===== src/rtl/mii_net_pkg.sv =====
// Shared definitions for the MII receive path: FSM states, framing nibbles
// and the reflected CRC-32 byte step used by RX checking and TX FCS generation.
package mii_net_pkg;

  typedef enum logic [2:0] {
    IDLE,
    PRE,
    DATA,
    HOLD,
    DROP
  } rx_state_t;

  localparam logic [3:0]  PREAMBLE_NIB  = 4'h5;
  localparam logic [3:0]  SFD_NIB       = 4'hD;
  localparam logic [31:0] CRC32_POLY    = 32'hEDB88320;
  localparam logic [31:0] CRC32_RESIDUE = 32'hDEBB20E3;

  // One byte of the LSB-first CRC-32, unrolled bit by bit.
  function automatic logic [31:0] crc32_byte(input logic [31:0] crc,
                                             input logic [7:0]  data);
    logic [31:0] c;
    c = crc ^ {24'h0, data};
    for (int i = 0; i < 8; i++) begin
      c = c[0] ? ((c >> 1) ^ CRC32_POLY) : (c >> 1);
    end
    return c;
  endfunction

endpackage


===== src/rtl/eth_crc32.sv =====
// Byte-wide reflected Ethernet CRC-32 accumulator. The register is not inverted,
// so after a frame including its FCS it holds the residue.
import mii_net_pkg::*;

module eth_crc32 (
  input  logic        i_clk,
  input  logic        i_nreset,
  input  logic        i_init,
  input  logic        i_en,
  input  logic [7:0]  i_byte,
  output logic [31:0] o_crc
);

  logic [31:0] r_crc;

  always_ff @(posedge i_clk or negedge i_nreset) begin
    if (!i_nreset) begin
      r_crc <= 32'hFFFFFFFF;
    end else if (i_init) begin
      r_crc <= 32'hFFFFFFFF;
    end else if (i_en) begin
      r_crc <= crc32_byte(r_crc, i_byte);
    end
  end

  assign o_crc = r_crc;

endmodule


===== src/rtl/mii_rx_deframer.sv =====
// MII receive deframer: strips preamble/SFD, packs nibbles into buffer writes,
// checks FCS and length, and holds one completed frame until acknowledged.
import mii_net_pkg::*;

module mii_rx_deframer #(
  parameter int ADDR_W  = 10,
  parameter int MIN_LEN = 64,
  parameter int MAX_LEN = 1518
) (
  input  logic              i_clk,
  input  logic              i_nreset,
  input  logic              enet_rx_dv,
  input  logic              enet_rx_er,
  input  logic [3:0]        enet_rx_data,
  input  logic              i_enable,
  output logic              o_wr_en,
  output logic [ADDR_W-1:0] o_wr_addr,
  output logic [7:0]        o_wr_data,
  output logic              o_frame_valid,
  output logic [15:0]       o_frame_len,
  output logic              o_crc_ok,
  output logic              o_len_err,
  input  logic              i_frame_ack,
  output logic [15:0]       o_drop_count
);

  // ADDR_W is limited to 16 so byte addresses fit in the 16-bit length counter.
  localparam logic [16:0] BUF_BYTES = 17'(1) << ADDR_W;

  rx_state_t r_state;
  rx_state_t w_next;

  logic              r_phase;
  logic [3:0]        r_low;
  logic [15:0]       r_count;
  logic              r_ovf;
  logic              r_dv_d;
  logic              r_wr_en;
  logic [ADDR_W-1:0] r_wr_addr;
  logic [7:0]        r_wr_data;
  logic [15:0]       r_len;
  logic              r_crc_ok;
  logic              r_len_err;
  logic [15:0]       r_drops;

  logic              w_start;
  logic              w_byte;
  logic              w_latch;
  logic              w_drop_evt;
  logic [7:0]        w_byte_val;
  logic [31:0]       w_crc;

  assign w_byte_val = {enet_rx_data, r_low};

  eth_crc32 u_crc (
    .i_clk    (i_clk),
    .i_nreset (i_nreset),
    .i_init   (w_start),
    .i_en     (w_byte),
    .i_byte   (w_byte_val),
    .o_crc    (w_crc)
  );

  always_ff @(posedge i_clk or negedge i_nreset) begin
    if (!i_nreset) begin
      r_state <= IDLE;
    end else begin
      r_state <= w_next;
    end
  end

  always_comb begin
    w_next = r_state;
    case (r_state)
      IDLE: begin
        if (enet_rx_dv) begin
          w_next = (i_enable && !o_frame_valid) ? PRE : DROP;
        end
      end
      PRE: begin
        if (!enet_rx_dv) begin
          w_next = IDLE;
        end else if (enet_rx_data == SFD_NIB) begin
          w_next = DATA;
        end else if (enet_rx_data != PREAMBLE_NIB) begin
          w_next = DROP;
        end
      end
      DATA: begin
        if (!enet_rx_dv) begin
          w_next = r_phase ? IDLE : HOLD;
        end else if (enet_rx_er) begin
          w_next = DROP;
        end
      end
      HOLD: begin
        if (i_frame_ack) begin
          w_next = enet_rx_dv ? DROP : IDLE;
        end
      end
      DROP: begin
        if (!enet_rx_dv) begin
          w_next = IDLE;
        end
      end
      default: w_next = IDLE;
    endcase
  end

  // A dv rise while a frame is held is the start of a frame that will be lost.
  always_comb begin
    w_start    = 1'b0;
    w_byte     = 1'b0;
    w_latch    = 1'b0;
    w_drop_evt = 1'b0;
    case (r_state)
      IDLE: begin
        w_drop_evt = enet_rx_dv && !(i_enable && !o_frame_valid);
      end
      PRE: begin
        w_start    = enet_rx_dv && (enet_rx_data == SFD_NIB);
        w_drop_evt = enet_rx_dv && (enet_rx_data != SFD_NIB) &&
                     (enet_rx_data != PREAMBLE_NIB);
      end
      DATA: begin
        if (!enet_rx_dv) begin
          w_latch    = !r_phase;
          w_drop_evt = r_phase;
        end else if (enet_rx_er) begin
          w_drop_evt = 1'b1;
        end else begin
          w_byte = r_phase;
        end
      end
      HOLD: begin
        w_drop_evt = enet_rx_dv && !r_dv_d;
      end
      default: ;
    endcase
  end

  always_ff @(posedge i_clk or negedge i_nreset) begin
    if (!i_nreset) begin
      r_phase   <= 1'b0;
      r_low     <= 4'h0;
      r_count   <= 16'h0;
      r_ovf     <= 1'b0;
      r_dv_d    <= 1'b0;
      r_wr_en   <= 1'b0;
      r_wr_addr <= '0;
      r_wr_data <= 8'h0;
      r_len     <= 16'h0;
      r_crc_ok  <= 1'b0;
      r_len_err <= 1'b0;
      r_drops   <= 16'h0;
    end else begin
      r_dv_d  <= enet_rx_dv;
      r_wr_en <= 1'b0;
      if (w_start) begin
        r_phase <= 1'b0;
        r_count <= 16'h0;
        r_ovf   <= 1'b0;
      end else if (r_state == DATA && enet_rx_dv && !enet_rx_er) begin
        r_phase <= !r_phase;
        if (!r_phase) begin
          r_low <= enet_rx_data;
        end
      end
      if (w_byte) begin
        if (r_count != 16'hFFFF) begin
          r_count <= r_count + 16'd1;
        end
        if ({1'b0, r_count} < BUF_BYTES) begin
          r_wr_en   <= 1'b1;
          r_wr_addr <= r_count[ADDR_W-1:0];
          r_wr_data <= w_byte_val;
        end else begin
          r_ovf <= 1'b1;
        end
      end
      if (w_latch) begin
        r_len     <= r_count;
        r_crc_ok  <= (w_crc == CRC32_RESIDUE);
        r_len_err <= r_ovf || (r_count < 16'(MIN_LEN)) || (r_count > 16'(MAX_LEN));
      end
      if (w_drop_evt && r_drops != 16'hFFFF) begin
        r_drops <= r_drops + 16'd1;
      end
    end
  end

  assign o_frame_valid = (r_state == HOLD);
  assign o_wr_en       = r_wr_en;
  assign o_wr_addr     = r_wr_addr;
  assign o_wr_data     = r_wr_data;
  assign o_frame_len   = r_len;
  assign o_crc_ok      = o_frame_valid && r_crc_ok;
  assign o_len_err     = o_frame_valid && r_len_err;
  assign o_drop_count  = r_drops;

endmodule


===== config.mk =====
export PLATFORM = sky130hd
export DESIGN_NAME = mii_rx_deframer
export DESIGN_NICKNAME = d
export VERILOG_FILES = /design/src/rtl/mii_net_pkg.sv /design/src/rtl/eth_crc32.sv /design/src/rtl/mii_rx_deframer.sv
export SDC_FILE = /design/constraint.sdc
export NUM_CORES = 1
export LEC_CHECK = 0
export BUFFER_PORTS_ARGS = -buffer_cell sky130_fd_sc_hd__buf_4
export CAP_MARGIN = 10
export CORE_ASPECT_RATIO = 0.75
export CORE_MARGIN = 2
export CORE_UTILIZATION = 40
export DETAILED_ROUTE_END_ITERATION = 7
export REMOVE_ABC_BUFFERS = 1
export SLEW_MARGIN = 20
export SYNTH_ARGS = -nofsm -noshare
export SYNTH_HDL_FRONTEND = slang
export SYNTH_SLANG_ARGS = --single-unit

===== constraint.sdc =====
create_clock -name i_clk -period 5.8 [get_ports i_clk]
set_clock_uncertainty 0.05 [all_clocks]
set_input_delay 0.29 -clock i_clk [delete_from_list [all_inputs] [get_ports i_clk]]
set_output_delay 0.29 -clock i_clk [all_outputs]
set_load 0.01 [all_outputs]

# [Word level (Yosys, flattened, before mapping)]
# Index checks and enable logic that the tools add are counted.
[totals] regBits=111 latch_bits=0 ramBits=0 romBits=0 input_bits=10 output_inout_bits=54 elab_cells=110 n_memories=0
[classes] add_sub_neg=2 multipliers=0 n_div=0 n_lt_le_gt_ge=3 n_eq_ne=15 n_shift=0 n_mux=41 bitwise=11 n_reduce_logical=24
[op_table] operator="2-to-1 mux 32 bit" n=10
[op_table] operator="NOT 13 -> 14 bit" n=8
[op_table] operator="2-to-1 mux 16 bit" n=3
[op_table] operator="adder 16 x 1 -> 16 bit (second input constant)" n=2
[op_table] operator="== test 32 bit (second input constant)" n=1
[op_table] operator="inequality test 16 bit (second input constant)" n=2
[op_table] operator="bitwise XOR 32 x 8 -> 32 bit" n=1
[op_table] operator="2-to-1 mux 3 bit" n=10
[op_table] operator="greater-than comparator 16 x 11 -> 1 bit (second input constant)" n=1
[op_table] operator="< comparator 16 x 11 -> 1 bit (second input constant)" n=1
[op_table] operator="< comparator 16 x 7 -> 1 bit (second input constant)" n=1
[op_table] operator="2-to-1 mux 1 bit" n=15
[op_table] operator="one-hot mux 3 bit (5 select lines)" n=1
[op_table] operator="logical AND 1 bit" n=11
[op_table] operator="inequality test 4 bit (second input constant)" n=2
[op_table] operator="== test 3 x 2 -> 1 bit (second input constant)" n=2
[op_table] operator="logical NOT 1 bit" n=5
[op_table] operator="AND reduction 5 bit" n=1
[op_table] operator="== test 4 bit (second input constant)" n=1
[op_table] operator="inequality test 2 bit (second input constant)" n=2
[op_table] operator="inequality test 4 x 3 -> 1 bit (second input constant)" n=1
[op_table] operator="one-hot mux 1 bit (4 select lines)" n=1
[op_table] operator="nonzero test 2 bit" n=2
[op_table] operator="== test 3 x 1 -> 1 bit (second input constant)" n=1
[op_table] operator="9 further kinds" n=11

# [Longest topological paths before layout]
# Gate-level depths: netlist (run 1).
[depth] word_depth=19 mapped_depth=9 ltp_nobuf=7

# [Modules after synthesis]
# Synthesis (run 1) repeated with hierarchy kept, for this count alone.
[unflattened] hier_cells=516 area_unflattened_um2=5838.1
[by_module_without_submodules] module="mii_rx_deframer" instances=1 cells_per_inst=324 area_each_um2=3759.9 seq_area_each_um2=1976.9
[by_module_without_submodules] module="eth_crc32" instances=1 cells_per_inst=192 area_each_um2=2078.2 seq_area_each_um2=840.8

# [Worst setup path before layout (run 1)]
# Ideal clock, no wire load.
[synth_timing] path_kind="reg2reg" from="reg r_count[0]" to="reg r_count[15]" setup_time_ps=131 arrival_time_ps=1807 required_time_ps=5619 slack_ps=3812 path_stages_with_launch=9 n_path_buf=1 period_less_slack_ps=1988 cell_sequence="dfrtp_1 > ha_1 > and3_1 > and4_1 > a211o_1 > clkbuf_1 > nor3_1 > xnor2_1 > nor2_1"
[synth_between] elab_chain_len=3 elab_cells_between_ends=4 classes_between="1 x add/sub; 1 x eq/ne; 2 x mux"
[synth_lines] item="start, declared" line="mii_rx_deframer.sv:35" text="logic [15:0] r_count;"
[synth_lines] item="start signal, assigned" line="mii_rx_deframer.sv:171" text="r_count <= r_count + 16'd1;"
[synth_lines] item="adder 16 x 1 -> 16 bit or inequality test 16 bit (tied branches)" line="mii_rx_deframer.sv:171, mii_rx_deframer.sv:170"
[synth_lines] item="2-to-1 mux 16 bit *" line="mii_rx_deframer.sv:170" text="if (r_count != 16'hFFFF) begin"
[synth_lines] item="2-to-1 mux 16 bit *" line="mii_rx_deframer.sv:169" text="if (w_byte) begin"
# Mark *: on every way between the ends. The rest lies on a longest branch, timed or not.
# A chain may end at the register's enable or synchronous reset.

# [Worst setup path in the final report (run 1)]
[layout_timing] from="reg r_state[0]" to="reg r_wr_addr[8], in the netlist o_wr_addr[8]"
[layout_between] elab_chain_len=3
[layout_lines] item="start, declared" line="mii_rx_deframer.sv:30" text="rx_state_t r_state;"
[layout_lines] item="start signal, assigned" line="mii_rx_deframer.sv:68" text="r_state <= w_next;"
[layout_lines] item="== test 3 x 2 -> 1 bit" line="mii_rx_deframer.sv:116" text="case (r_state)"
[layout_lines] item="2-to-1 mux 1 bit" line="mii_rx_deframer.sv:116"
[layout_lines] item="AND reduction 2 bit (no line)"
[layout_lines] item="end signal, assigned" line="mii_rx_deframer.sv:175" text="r_wr_addr <= r_count[ADDR_W-1:0];"
[layout_lines] item="end, declared" line="mii_rx_deframer.sv:39" text="logic [ADDR_W-1:0] r_wr_addr;"
# Every way passes these cells.

==> reports/qor.tcl, run 1 <==
set qor(status) {finished clean}
set qor(largest_net_degree_at_the_start_of_global_routing) 57
set qor(finalCriticalPeriod_ns) 2.73
set qor(power.share.combinational_pct) 41.6
set qor(worst_setup_path_end_kind) {flop}
set qor(leakage_nw) 2.88
set qor(clk_pin_slew_ns) 0.07
set qor(ios) 64
set qor(post-route-worst-setup-slack_ns) 3.07
set qor(area_growth_pct) 16.2
set qor(detail_route.vias_per_cell) 5.29
set qor(core.rowCount) 36
set qor(crit_path_start) {r_state[0]$_DFFE_PN0P_}
set qor(postLayoutCoreUtil_pct) 48.2
set qor(post_layout_nonfiller_instances) 694
set qor(routedWlPerCell_microns) 16.9
set qor(clockPowerShare_pct) 20.7
set qor(crit_type) {reg2reg}
set qor(grt_first_pass_wirelength_microns) 19600
set qor(htree_levels) 3
set qor(power_density_nw_per_um2) 476
set qor(use_met3_pct) 3.86
set qor(worst-path-max-fanout) 29
set qor(timing.max_slew.rel_slack_pct) 37.5
set qor(regToRegStartpoint) {r_state[0]$_DFFE_PN0P_}
set qor(routed-via-count) 3674
set qor(synth_top_cell_area_share_pct) 36.1
set qor(async_reset_ff_share_pct) 100
set qor(core_sq_um) 13200
set qor(finalWeightedCongestion) 0.826
set qor(global_route.overflow_total) 0
set qor(netSwitchingFraction_pct) 35.5
set qor(synth.largest_area_cell) {sky130_fd_sc_hd__dfrtp_1}
set qor(post_synth_instance_area_sq_um) 5480
set qor(ys_warn_count) 0
set qor(chipWidth_microns) 139
set qor(clock_sink_count) 111
set qor(worst_skew_pair.late_latency_ns) 0.35
set qor(drtIter0Drc) 255
set qor(placed_cells_incl_taps) 677
set qor(hold_path.class) {in2reg}
set qor(groute.layer.met1.usage_pct) 25.8
set qor(route.final.wire_length_microns) 11700
set qor(dp_slack_ns) 3.08
set qor(setup_viols_final) 0
set qor(final_net_count) 530
set qor(synth-main-ff-cell) {sky130_fd_sc_hd__dfrtp_1}
set qor(clock_tree.root_cell) {sky130_fd_sc_hd__clkbuf_16}
set qor(ys_top_cells_by_area) {sky130_fd_sc_hd__dfrtp_1 36%, sky130_fd_sc_hd__dfstp_2 15%, sky130_fd_sc_hd__xnor2_1 9.0%}
set qor(count_of_antenna_diodes_in_the_layout) 0
set qor(floorplan.initialDensity_pct) 41.5
set qor(grt_pass1_vias) 3653
set qor(share_of_post_route_cells_with_drive_strength_above_1_pct) 30.8
set qor(die_span_y_microns) 105
set qor(multi_input_area_sq_um) 2510
set qor(worstPathArrival_ns) 2.90
set qor(postSynthAreaPerCell_sq_um) 11.8
set qor(ys_seq_area_share_pct) 51.4
set qor(drc) 0
set qor(gr-usage-all-layers_pct) 16.8
set qor(grt_antenna_before_repair) 0
set qor(place.detailed.hpwl_microns) 8270
set qor(intPower_w) 0.00195
set qor(fmaxAchievable_ghz) 0.366
set qor(slew_viol_final) 0
set qor(slew_of_the_pin_with_the_lowest_slew_margin_ns) 0.937
set qor(sequentialPowerShare_pct) 37.7
set qor(drt.antenna.violating_nets) 0
set qor(report.final.hold_viol_count) 0
set qor(post_synth_inst_count) 464
set qor(postCtsSetupRepairBufs) 0
set qor(synth_edf_count) 0
set qor(rsz0062_at_grt) {false}
set qor(timing.hold.ws_ns) 0.0928
set qor(cts_buffer_depth) 2
set qor(clock_tree_from_tritoncts) {yes}
set qor(worstSetupStartpointType) {flop}
set qor(post_synth_num_cell_types) 53
set qor(ff_latch_area_sq_um) 2820
set qor(min-delay-start) {enet_rx_dv}
set qor(fin_tns_setup_ns) 0
set qor(flop_and_latch_count_out_of_synthesis) 111
set qor(cts_inserted_buffers) 9
set qor(globalRoute.busiestLayer) {met1}
set qor(peakVddDrop_uv) 247
set qor(max-cap-violations) 0
set qor(finalCritPeriodShare_pct) 47.0
set qor(net_switching_power_w) 0.00108
set qor(fillers) 1191
set qor(crit_required_ns) 5.98
set qor(die-area_sq_um) 14700
set qor(met2_usage_pct) 23.7
set qor(drt_pre_antenna_iters) 4
set qor(buffer_ports.inserted) 63
## sequential cells by signal, indices dropped and copies added, names as in the netlist
signal / flops
r_phase: 1
r_state: 3
r_low: 4
r_dv_d: 1
o_wr_en: 1
o_frame_len: 16
o_wr_addr: 10
u_crc.o_crc: 32
r_count: 16
r_ovf: 1
r_len_err: 1
r_crc_ok: 1
o_drop_count: 16
o_wr_data: 8
## area by class of cell
| class | count | area share, % |
|---|---|---|
| flip-flops and latches | 111 | 44.3 |
| multi-input cells | 322 | 39.4 |
| repair buffers | 66 | 7.82 |
| clock buffers | 11 | 3.81 |
| well taps | 171 | 3.36 |
| clock inverters | 5 | 0.884 |
| inverters | 8 | 0.472 |
## worst max-delay path, stage by stage (launching register included)
cell and delay (ns):
sky130_fd_sc_hd__dfrtp_1 0.48, sky130_fd_sc_hd__nor3b_1 0.29, sky130_fd_sc_hd__nand3b_1 0.20, sky130_fd_sc_hd__nor2_1 0.13, sky130_fd_sc_hd__buf_4 0.32, sky130_fd_sc_hd__nand2_1 0.61, sky130_fd_sc_hd__mux2_2 0.50
## cells by family (layout without fill, tap and decap cells)
kind of cell	after synthesis	count (layout)	share of synthesized area, %
AOI/OAI and AO/OA	62	62	8.70
xor gates and xnor gates	94	94	16.2
adders and majority gates	2	2	0.457
buffers and inverters	31	90	2.81
DFF	111	111	51.4
muxes	40	40	8.18
and+or+nand+nor	124	124	12.2
## cell usage in the layout, fill, tap and decap left out, types with 2 or more instances in the layout
master	Yosys	routed
sky130_fd_sc_hd__dfrtp_1	79	79
sky130_fd_sc_hd__buf_4	0	65
sky130_fd_sc_hd__xnor2_1	56	56
sky130_fd_sc_hd__mux2_2	38	38
sky130_fd_sc_hd__dfstp_2	32	32
sky130_fd_sc_hd__xor2_1	31	31
sky130_fd_sc_hd__nand2_1	32	31
sky130_fd_sc_hd__a2bb2oi_1	26	26
sky130_fd_sc_hd__nor2_1	20	20
sky130_fd_sc_hd__nand4_1	15	15
sky130_fd_sc_hd__nand3_1	10	10
sky130_fd_sc_hd__o21ai_0	10	10
sky130_fd_sc_hd__clkbuf_16	0	9
sky130_fd_sc_hd__inv_1	8	8
sky130_fd_sc_hd__and3_1	8	8
sky130_fd_sc_hd__nand4b_1	6	6
sky130_fd_sc_hd__o211ai_1	6	6
sky130_fd_sc_hd__nor3_1	5	5
sky130_fd_sc_hd__xnor2_2	5	5
sky130_fd_sc_hd__nor2b_1	4	4
sky130_fd_sc_hd__and4_1	4	4
sky130_fd_sc_hd__o31ai_1	3	3
sky130_fd_sc_hd__a21oi_1	3	3
sky130_fd_sc_hd__nor4_1	3	3
sky130_fd_sc_hd__nand2b_1	3	3
sky130_fd_sc_hd__o22a_1	3	3
sky130_fd_sc_hd__nand3b_1	2	2
sky130_fd_sc_hd__and3b_1	2	2
sky130_fd_sc_hd__and2_1	2	2
sky130_fd_sc_hd__nor3b_1	2	2
sky130_fd_sc_hd__or2_2	2	2
sky130_fd_sc_hd__mux2i_1	2	2
sky130_fd_sc_hd__a211oi_1	2	2
sky130_fd_sc_hd__ha_1	2	2
sky130_fd_sc_hd__clkinv_2	0	2
## synth_stat cells, types with 10 or more instances
| cell | n |
|---|---|
| sky130_fd_sc_hd__xnor2_1 | 56 |
| sky130_fd_sc_hd__nand4_1 | 15 |
| sky130_fd_sc_hd__clkbuf_1 | 15 |
| sky130_fd_sc_hd__nand2_1 | 32 |
| sky130_fd_sc_hd__nand3_1 | 10 |
| sky130_fd_sc_hd__dfrtp_1 | 79 |
| sky130_fd_sc_hd__xor2_1 | 31 |
| sky130_fd_sc_hd__nor2_1 | 20 |
| sky130_fd_sc_hd__dfstp_2 | 32 |
| sky130_fd_sc_hd__o21ai_0 | 10 |
| sky130_fd_sc_hd__mux2_2 | 38 |
| sky130_fd_sc_hd__a2bb2oi_1 | 26 |
## metal layers
layer | up-vias | part of all wire (%)
met3 | 8 | 4.5
met4 | 0 | 0.86
met1 | 1847 | 52
met5 | - | 0
met2 | 77 | 43
li1 | 1742 | -
## power by group through the flow
stage	logic [W]	clock network (W)	registers (W)
finish	0.00126	0.000627	0.00114
global route	0.00138	0.000677	0.00117
CTS	0.00126	0.000645	0.00114
detailed placement	0.00126	0	0.00115
global placement	0.00124	0	0.00115
floorplan	0.00101	0	0.00111
## timing repair
item	CTS	global route
hold endpoints to repair	55	0
hold buffers	1	0
resized for setup	0	0
setup endpoints to repair	0	0
## final timing paths
| kind | to | slack (ns) | cells after the start |
|---|---|---|---|
| worst max-delay path | o_wr_addr[8]$_DFFE_PN0P_ | 3.07 | 6 |
| worst min-delay path | r_dv_d$_DFF_PN0_ | 0.09 | 1 |
| worst max register to register | o_wr_addr[8]$_DFFE_PN0P_ | 3.07 | 6 |
| worst min register to register | r_crc_ok$_DFFE_PN0P_ | 0.43 | 2 |
| max in group asynchronous | r_count[11]$_DFF_PN0_ | 4.04 | 3 |
| min in group asynchronous | o_frame_len[5]$_DFFE_PN0P_ | 0.49 | 2 |
## through the flow
stage / total power, W / cell area [sq um]
2_1_floorplan: 0.00212 / 5350
3_3_place_gp: 0.00240 / 6060
3_5_place_dp: 0.00241 / 6060
4_1_cts: 0.00305 / 6360
5_1_grt: 0.00322 / 6370
6_report: 0.00303 / 6370
Power figures use the tool's default switching activity.
==> inputs of run 2 (changes only) <==
==> constraint.sdc (replaced) <==
create_clock -name i_clk -period 2.8 [get_ports i_clk]
set_clock_uncertainty 0.05 [all_clocks]
set_input_delay 0.14 -clock i_clk [delete_from_list [all_inputs] [get_ports i_clk]]
set_output_delay 0.14 -clock i_clk [all_outputs]
set_load 0.01 [all_outputs]
==> run 2 against run 1 <==
Sequential power grew 110%; total power grew 110%; worst setup slack lost 2.6 ns; largest cell class unchanged; sequential share of layout area shrank 0.76 points; register-to-register slack lost 2.6 ns; die area is the same; core utilization grew 0.84 points; clock power grew 110%; maximum frequency grew 19%; first-iteration DRC count shrank 11%; cell area grew 1.7%; final cell count grew 1.7%.
==> reports/qor.tcl, run 2 (synthesized netlist as in run 1, its figures left out) <==
set qor(post_layout_nonfiller_instances) 706
set qor(grt_antenna_before_repair) 0
set qor(worst_setup_path_end_kind) {flop}
set qor(ios) 64
set qor(globalRoute.busiestLayer) {met2}
set qor(largest_register_ff_count) 32
set qor(dp_slack_ns) 0.536
set qor(buffer_ports.inserted) 63
set qor(power_density_nw_per_um2) 983
set qor(clock_tree_from_tritoncts) {yes}
set qor(grt_first_pass_wirelength_microns) 20500
set qor(worstPathArrival_ns) 2.47
set qor(floorplan.initialDensity_pct) 41.5
set qor(final_net_count) 542
set qor(cts_buffer_depth) 2
set qor(worst_skew_pair.late_latency_ns) 0.34
set qor(routed-via-count) 3698
set qor(postCtsSetupRepairBufs) 0
set qor(clock_tree.root_cell) {sky130_fd_sc_hd__clkbuf_16}
set qor(grt_pass1_vias) 3827
set qor(clock_sink_count) 111
set qor(clk_pin_slew_ns) 0.07
set qor(slew_viol_final) 0
set qor(place.detailed.hpwl_microns) 8690
set qor(timing.max_slew.rel_slack_pct) 43.0
set qor(global_route.overflow_total) 0
set qor(largest_net_degree_at_the_start_of_global_routing) 67
set qor(status) {finished clean}
set qor(setup_viols_final) 0
set qor(finalCriticalPeriod_ns) 2.29
set qor(fmaxAchievable_ghz) 0.436
set qor(crit_required_ns) 2.98
set qor(route.final.wire_length_microns) 12200
set qor(groute.layer.met1.usage_pct) 26.1
set qor(detail_route.vias_per_cell) 5.24
set qor(placed_cells_incl_taps) 688
set qor(peakVddDrop_uv) 515
set qor(finalWeightedCongestion) 0.812
set qor(finalCritPeriodShare_pct) 81.9
set qor(cts_inserted_buffers) 9
set qor(crit_type) {reg2reg}
set qor(most_frequent_standard_cell_in_the_layout_excluding_fill_and_tap_cells) {sky130_fd_sc_hd__dfrtp_1}
set qor(core_sq_um) 13200
set qor(chipWidth_microns) 139
set qor(commonest_non_fill_non_tap_cells_in_the_layout) {79 x sky130_fd_sc_hd__dfrtp_1, 75 x sky130_fd_sc_hd__buf_4, 56 x sky130_fd_sc_hd__xnor2_1}
set qor(post_cts.resized_instances) 0
set qor(max-cap-violations) 0
set qor(post-route-worst-setup-slack_ns) 0.506
set qor(htree_levels) 3
set qor(report.final.hold_viol_count) 0
set qor(slew_of_the_pin_with_the_lowest_slew_margin_ns) 0.855
set qor(area_growth_pct) 18.3
set qor(drt.antenna.violating_nets) 0
set qor(use_met3_pct) 3.73
set qor(worst-path-max-fanout) 14
set qor(ff_latch_area_sq_um) 2820
set qor(count_of_antenna_diodes_in_the_layout) 0
set qor(routedWlPerCell_microns) 17.2
set qor(multi_input_area_sq_um) 2510
set qor(rsz0062_at_grt) {false}
set qor(worstSetupStartpointType) {flop}
set qor(share_of_post_route_cells_with_drive_strength_above_1_pct) 32.0
set qor(met2_usage_pct) 26.2
set qor(drt_pre_antenna_iters) 5
set qor(fillers) 1217
set qor(postCtsHoldBufs) 2
set qor(drc) 0
set qor(drtIter0Drc) 227
set qor(die-area_sq_um) 14700
set qor(die_span_y_microns) 105
set qor(hold_path.class) {in2reg}
set qor(core.rowCount) 36
set qor(power.total_w) 0.00637
set qor(leakage_nw) 2.95
set qor(timing.hold.ws_ns) 0.0267
set qor(gr-usage-all-layers_pct) 17.6
[run 2: changes by cell type in the layout (fill, tap and decap cells not counted), sizes merged]
cell	change
dlygate4sd3	+1
buf	+11
[run 2: worst max-delay path: stages (launching register included)]
cell and delay (ns):
sky130_fd_sc_hd__dfrtp_1 0.47, sky130_fd_sc_hd__nor2b_1 0.35, sky130_fd_sc_hd__nand2b_1 0.11, sky130_fd_sc_hd__o221ai_1 0.33
sky130_fd_sc_hd__o21a_1 0.48, sky130_fd_sc_hd__mux2_2 0.39
[run 2: per-stage QoR]
stage	area, sq um	util [%]	setup TNS (ns)
2_1_floorplan	5350	-	-5.89
3_3_place_gp	6150	46.6	0
3_5_place_dp	6150	46.6	0
4_1_cts	6480	49.1	0
5_1_grt	6480	49.1	0
6_report	6480	49.1	0
[run 2: final cells by class]
| class | instances | area share [%] |
|---|---|---|
| sequential | 111 | 43.5 |
| multi-input combinational | 322 | 38.7 |
| timing repair buffer | 78 | 9.31 |
| clock buffer | 11 | 3.90 |
| tap | 171 | 3.30 |
| clock inverter | 5 | 0.850 |
| inverter | 8 | 0.463 |
[run 2: path summary, 6_finish.rpt]
kind,start,to,slack (ns),cells past startpoint
setup / recovery,r_state[1]$_DFFE_PN0P_,o_drop_count[1]$_DFFE_PN0P_,0.51,5
hold reg to reg,r_ovf$_DFF_PN0_,r_ovf$_DFF_PN0_,0.43,2
min in group asynchronous,i_nreset,o_frame_len[5]$_DFFE_PN0P_,0.40,2
hold / removal,enet_rx_data[1],o_wr_data[5]$_DFFE_PN0P_,0.03,2
max in group asynchronous,i_nreset,u_crc.o_crc[24]$_DFFE_PN1P_,1.50,3
setup reg to reg,r_state[1]$_DFFE_PN0P_,o_drop_count[1]$_DFFE_PN0P_,0.51,5
[run 2: report_power, final]
group          internal (W)  switching, W  leakage [nW]
clock              0.000742      0.000586         0.150
sequential          0.00203      0.000338          1.41
combinational       0.00134       0.00133          1.39
total               0.00411       0.00226          2.95
[run 2: per-layer routing]
metal / routed length (microns) / part of all wire, % / vias to the layer above
met5: 0 / 0 / -
met2: 5400 / 44 / 70
met3: 464 / 3.8 / 4
li1: - / - / 1770
met1: 6210 / 51 / 1854
met4: 89 / 0.73 / 0
